## src/rtl/sig_sync_filt.sv

```systemverilog
// sig_sync_filt: multi-channel input conditioner for asynchronous pins.
// Each channel runs through a STAGES-deep synchroniser chain, a glitch
// filter that requires FILT_CNT consecutive differing samples before the
// filtered level follows, and a registered edge detector producing
// single-cycle rise/fall pulses aligned with the new filtered level.
//
// Streaming contract: there is no valid/ready handshake. Every channel
// accepts one sample per clock and every output is meaningful on every
// cycle outside reset; there is no stall and no back-pressure.
module sig_sync_filt #(
    parameter int               WIDTH    = 4,
    parameter int               STAGES   = 2,
    parameter int               FILT_CNT = 4,
    parameter logic [WIDTH-1:0] RST_VAL  = {WIDTH{1'b0}}
) (
    input  logic             clk,
    input  logic             rst_n,
    input  logic [WIDTH-1:0] sig_async,
    output logic [WIDTH-1:0] sig_sync,
    output logic [WIDTH-1:0] sig_filt,
    output logic [WIDTH-1:0] rise,
    output logic [WIDTH-1:0] fall
);

    // Counter must hold 0..FILT_CNT-1; keep at least one bit.
    localparam int CNT_W = (FILT_CNT < 2) ? 1 : $clog2(FILT_CNT + 1);
    localparam logic [CNT_W-1:0] CNT_MAX = CNT_W'(FILT_CNT - 1);

    // Reject configurations that cannot work.
    if (STAGES < 2) begin : g_bad_stages
        $error("sig_sync_filt: STAGES must be at least 2");
    end
    if (FILT_CNT < 1) begin : g_bad_filt
        $error("sig_sync_filt: FILT_CNT must be at least 1");
    end
    if (WIDTH < 1) begin : g_bad_width
        $error("sig_sync_filt: WIDTH must be at least 1");
    end

    // Synchroniser chain, all channels side by side. Index 0 captures the
    // raw pin; nothing but wires sits between successive stages.
    logic [WIDTH-1:0] sync_chain [STAGES];

    // Shift the raw inputs through the chain; reset loads the idle levels.
    always_ff @(posedge clk or negedge rst_n) begin
        if (!rst_n) begin
            for (int k = 0; k < STAGES; k++) begin
                sync_chain[k] <= RST_VAL;
            end
        end else begin
            sync_chain[0] <= sig_async;
            for (int k = 1; k < STAGES; k++) begin
                sync_chain[k] <= sync_chain[k-1];
            end
        end
    end

    assign sig_sync = sync_chain[STAGES-1];

    // Per-channel glitch filter and edge detector.
    for (genvar i = 0; i < WIDTH; i++) begin : g_ch
        logic [CNT_W-1:0] cnt;
        logic             filt;
        logic             rise_q;
        logic             fall_q;
        logic             differ;
        logic             update;

        // The synchronised level disagrees with the accepted level.
        assign differ = sig_sync[i] ^ filt;
        // This is the FILT_CNT-th consecutive disagreeing sample.
        assign update = differ & (cnt == CNT_MAX);

        // Count consecutive disagreeing samples; any agreeing sample clears
        // the count so separate glitches never add up. The edge pulses are
        // registered alongside filt so they coincide with the new level.
        always_ff @(posedge clk or negedge rst_n) begin
            if (!rst_n) begin
                cnt    <= '0;
                filt   <= RST_VAL[i];
                rise_q <= 1'b0;
                fall_q <= 1'b0;
            end else begin
                rise_q <= update & sig_sync[i];
                fall_q <= update & ~sig_sync[i];
                if (!differ) begin
                    cnt <= '0;
                end else if (cnt == CNT_MAX) begin
                    filt <= sig_sync[i];
                    cnt  <= '0;
                end else begin
                    cnt <= cnt + CNT_W'(1);
                end
            end
        end

        assign sig_filt[i] = filt;
        assign rise[i]     = rise_q;
        assign fall[i]     = fall_q;
    end

endmodule

```

## config.mk

```make
export PLATFORM = sky130hd
export DESIGN_NAME = sig_sync_filt
export DESIGN_NICKNAME = d
export VERILOG_FILES = /design/src/rtl/sig_sync_filt.sv
export SDC_FILE = /design/constraint.sdc
export NUM_CORES = 1
export LEC_CHECK = 0
export BUFFER_PORTS_ARGS = -buffer_cell sky130_fd_sc_hd__buf_4
export CAP_MARGIN = 10
export CORE_ASPECT_RATIO = 1.25
export CORE_MARGIN = 5
export CORE_UTILIZATION = 53
export DETAILED_ROUTE_END_ITERATION = 16
export PLACE_DENSITY = 0.73
export SYNTH_ARGS = -nofsm -noshare
export SYNTH_HDL_FRONTEND = slang
export SYNTH_SLANG_ARGS = --single-unit
```

## constraint.sdc

```tcl
create_clock -name clk -period 1.69 [get_ports clk]
set_clock_uncertainty 0.05 [all_clocks]
set_input_delay 0.338 -clock clk [delete_from_list [all_inputs] [get_ports clk]]
set_output_delay 0.338 -clock clk [all_outputs]
set_load 0.01 [all_outputs]
```

==> results of run 1 <==
cells in the mapped netlist:
cell / instances
nor3b_1: 10
nand2b_4: 2
and3b_1: 6
buf_4: 16
nor3_1: 2
ha_1: 4
nor2b_4: 2
nor2b_1: 2
mux2_2: 4
dfrtp_1: 32
xnor2_1: 4
repair_timing:
action | 4_1_cts | 5_1_grt
hold endpoints to repair | 32 | 0
resized for setup | 0 | 0
hold buffers | 1 | 0
metrics by stage:
stage                     hold WS (ns)   util  cells
after floorplan               -0.00759      -     84
after global placement           0.237  0.596    120
after detailed placement         0.243  0.596    120
after CTS                       0.0493  0.630    128
after global routing            0.0383  0.630    128
final                           0.0646  0.630    128
cell families after synthesis:
family | count (synthesis) | share of synthesized area
AND/OR/NAND/NOR | 24 | 0.163
adder cells (fa/ha/maj) | 4 | 0.0398
buffers and inverters | 16 | 0.0956
flip-flops | 32 | 0.637
XOR/XNOR | 4 | 0.0279
multiplexers | 4 | 0.0359
layout make-up:
cell class | count | share of cell area
Multi-Input combinational cell | 36 | 0.238
Tap cell | 31 | 0.0276
Sequential cell | 32 | 0.569
Timing Repair Buffer | 22 | 0.119
Clock buffer | 7 | 0.0462
state kept, by name, summed over array words and instances (netlist names):
name / flops
g_ch.cnt: 12
g_ch.fall_q: 4
g_ch.filt: 4
g_ch.rise_q: 4
sig_sync: 4
sync_chain: 4
per-layer routing:
metal / global-route usage / routed length (um) / up-vias
met2: 0.173 / 754 / 15
met3: 0.0505 / 105 / 8
met1: 0.125 / 600 / 291
li1: - / - / 291
met4: 0.0958 / 56 / 0
met5: 0 / 0 / -
worst paths after layout:
path                                      from             end  slack (ns)  cells after the start
worst max register to register  g_ch[2].cnt[0]    g_ch[2].filt        0.47                      3
worst min-delay path              sig_async[0]   sync_chain[4]        0.06                      1
worst max-delay path               sig_sync[0]     sig_sync[0]        0.38                      1
worst min register to register   sync_chain[5]     sig_sync[1]        0.31                      0
max in group asynchronous                rst_n  g_ch[1].fall_q        0.88                      2
min in group asynchronous                rst_n  g_ch[2].rise_q        0.42                      2
power groups by stage:
stage / Combinational [mW] / Clock, mW / Sequential (mW)
after global routing: 0.542 / 0.523 / 1.04
after floorplan: 0.406 / 0 / 1.01
after detailed placement: 0.484 / 0 / 1.03
final: 0.473 / 0.468 / 1.02
after CTS: 0.487 / 0.488 / 1.02
after global placement: 0.469 / 0 / 1.02
==> out/metrics.yaml, run 1 <==
hp-class: "in2reg"
seq_area_sq_um: 801
io_buffers: 21
fin_crit_ns: 1.31
powerDensity_mw_per_mm2: 1390
startpoint_type: "flop"
final_cell_mix: "dfrtp_1, buf_4, nor3b_1"
path_clk_slew_ns: 0.09
fmax_mhz: 764
drv_cap: 0
syn_avg_cell_area_sq_um: 15.0
routedWlPerCell_um: 11.8
routed_wl_mm: 1.52
period_share: 0.774
crit_path_cell_trace: "buf_4"
syn_area_sq_mm: 0.00126
clockBufferDepth: 2
syn2layout_area_growth_pct: 12.1
fillers: 177
p_int_mw: 1.42
synth_top_cell_area_share: 0.637
status: "complete, no violations"
p_total_mw: 1.96
slew_violations: 0
synth_area_leader_cell: "dfrtp_1"
hpwlAfterDp_mm: 1.06
vias_per_cell: 4.73
clk_latency_ns: 0.32
grt_pass1_vias: 640
tightest_slew_ns: 0.377
grt_start_max_net_pins: 33
p_comb_frac: 0.242
cts_num_sinks: 32
dr.pass1.iters: 4
multi_input_area_sq_um: 335
final_nets: 107
insertedDiodeCount: 0
path_buf_inv: 1
numCtsBuffers: 5
p_seq_frac: 0.519
yosys-top-cells-area: "dfrtp_1, buf_4, nor3b_1, and3b_1, ha_1"
vias: 605
rsz0062_at_grt: "false"
postRouteAntennaNets: 0
switching_power_mw: 0.533
postCtsSetupBuffers: 0
globalRouteOverflowTotal: 0
syn_inst: 84
yosysUniqueCellTypes: 11
io_pins: 22
switching_share: 0.272
core-area_sq_mm: 0.00223
die_x_um: 53.5
cp.arrival_ns: 0.92
power.leakage_nw: 0.697
cp_data_required_time_ns: 1.30
place_area_sq_mm: 0.00133
setup_viol: 0
cp_top_family: "flip-flops"
ys_seq_area_frac: 0.637
syn_nets: 94
start_util: 0.562
path_max_fanout: 5
die_area_sq_mm: 0.00345
antenna_found_initial: 0
fp.dieH_um: 64.4
p_clk_frac: 0.239
rows: 19
layout_setup_ws_ns: 0.382
ys_seq_elements: 32
slowest_delay_ns: 0.43
grt.total_usage: 0.117
critPathCaptureType: "primary output"
drive_gt1_frac: 0.371
design_area_sq_mm: 0.00141
cts_tree: "yes"
finalHoldViolCount: 0
cp_slowest_cell: "dfrtp_1"
peakVddDrop_uv: 830
place_ws_ns: 0.478
yosys_warnings: 0
tns_ns: 0
grt_pass1_wl_mm: 2.75
slew_headroom: 0.748
drc: 0
crit_type: "reg2out"
layout_commonest_cell: "dfrtp_1"
htree_levels: 2
drt-initial-drc-count: 19
root_buffer: "clkbuf_4"
gp_congestion: 0.628
No activity file was read; power rests on OpenSTA's default activity.
==> inputs of run 2 (changes only) <==
==> constraint.sdc (replaced) <==
create_clock -name clk -period 1.3 [get_ports clk]
set_clock_uncertainty 0.05 [all_clocks]
set_input_delay 0.26 -clock clk [delete_from_list [all_inputs] [get_ports clk]]
set_output_delay 0.26 -clock clk [all_outputs]
set_load 0.01 [all_outputs]
==> run 2 against run 1 <==
Against the previous run:
- combinational power rose by 32%
- setup slack got worse by 0.31 ns
- die area did not move
- core utilization rose by 1.8 points
- critical path depth did not move
- first-iteration DRC count did not move
- global-route usage rose by 0.33 points
==> out/metrics.yaml, run 2 (synthesis results as in run 1) <==
status: "complete, no violations"
final_cell_mix: "dfrtp_1, buf_4, nor3b_1"
startpoint_type: "flop"
fmax_mhz: 815
clk_latency_ns: 0.32
largest-register: "g_ch.cnt"
vias_per_cell: 4.73
start_util: 0.562
seq_area_sq_um: 801
path_buf_inv: 1
drc: 0
path_max_fanout: 5
die_x_um: 53.5
crit_type: "reg2out"
crit_path_cell_trace: "buf_4"
dr.pass1.iters: 2
clockBufferDepth: 2
layout_commonest_cell: "dfrtp_1"
routedWlPerCell_um: 11.9
power.leakage_nw: 0.714
grt_pass1_vias: 662
finalHoldViolCount: 0
grt_pass1_wl_mm: 2.84
root_buffer: "clkbuf_4"
htree_levels: 2
layout_setup_ws_ns: 0.0729
cp_slowest_cell: "dfrtp_1"
postCtsSetupBuffers: 0
rows: 19
grt_start_max_net_pins: 33
fillers: 171
antenna_found_initial: 0
io_buffers: 21
cp.arrival_ns: 0.92
p_total_mw: 2.55
postRouteAntennaNets: 0
multi_input_area_sq_um: 335
fin_crit_ns: 1.23
critPathCaptureType: "primary output"
slew_violations: 0
routed_wl_mm: 1.57
cts_hold_buf: 5
grt.total_usage: 0.120
cts_tree: "yes"
drt-initial-drc-count: 19
rsz0062_at_grt: "false"
path_clk_slew_ns: 0.09
drive_gt1_frac: 0.356
holdWs_ns: 0.307
vias: 625
numCtsBuffers: 5
cp_data_required_time_ns: 0.99
period_share: 0.944
powerDensity_mw_per_mm2: 1760
slew_headroom: 0.745
core-area_sq_mm: 0.00223
cts_resized: 0
slowest_delay_ns: 0.43
die_area_sq_mm: 0.00345
peakVddDrop_uv: 1090
syn2layout_area_growth_pct: 15.2
tns_ns: 0
place_ws_ns: 0.0881
cp_top_family: "flip-flops"
gp_congestion: 0.628
hpwlAfterDp_mm: 1.06
io_pins: 22
fp.dieH_um: 64.4
largest_reg_flops: 12
final_nets: 111
hp-class: "reg2reg"
insertedDiodeCount: 0
drv_cap: 0
setup_viol: 0
globalRouteOverflowTotal: 0
tightest_slew_ns: 0.382
cts_num_sinks: 32
run 2: cell count changes in the layout (fill, tap and decap cells not counted), sizes merged:
cell,before,now
dlygate4sd3,1,5
run 2: area by class of cell:
class	count	area share
Multi-Input combinational cell	36	0.232
Timing Repair Buffer	26	0.143
Sequential cell	32	0.553
Tap cell	31	0.0268
Clock buffer	7	0.0449
run 2: layer usage:
layer / vias to the layer above / routed length (um) / part of all wire / GRT usage
met4: 0 / 53 / 0.034 / 0.0958
met2: 16 / 789 / 0.50 / 0.181
met5: - / 0 / 0 / 0
met3: 8 / 104 / 0.066 / 0.0505
li1: 299 / - / - / -
met1: 302 / 621 / 0.40 / 0.128
run 2: report_power, final:
group / switching, mW / internal, mW / total [mW] / leakage, nW
Combinational: 0.258 / 0.368 / 0.626 / 0.265
Clock: 0.299 / 0.306 / 0.605 / 0.0374
Sequential: 0.136 / 1.19 / 1.32 / 0.411
run 2: path summary, 6_finish.rpt:
| check | start | endpoint | slack, ns | cells after the start |
|---|---|---|---|---|
| min reg2reg | sync_chain[5] | sig_sync[1] | 0.31 | 0 |
| max reg2reg | g_ch[2].cnt[0] | g_ch[2].filt | 0.09 | 3 |
| max in group asynchronous | rst_n | g_ch[1].fall_q | 0.56 | 2 |
| min in group asynchronous | rst_n | g_ch[2].rise_q | 0.35 | 2 |
| max | sig_sync[0] | sig_sync[0] | 0.07 | 1 |
| min | sync_chain[5] | sig_sync[1] | 0.31 | 0 |
run 2: through the flow:
stage               cells  area (sq um)   util
detailed placement    120          1330  0.596
floorplan              84          1260      -
global placement      120          1330  0.596
CTS                   132          1450  0.648
global route          132          1450  0.648
finish                132          1450  0.648
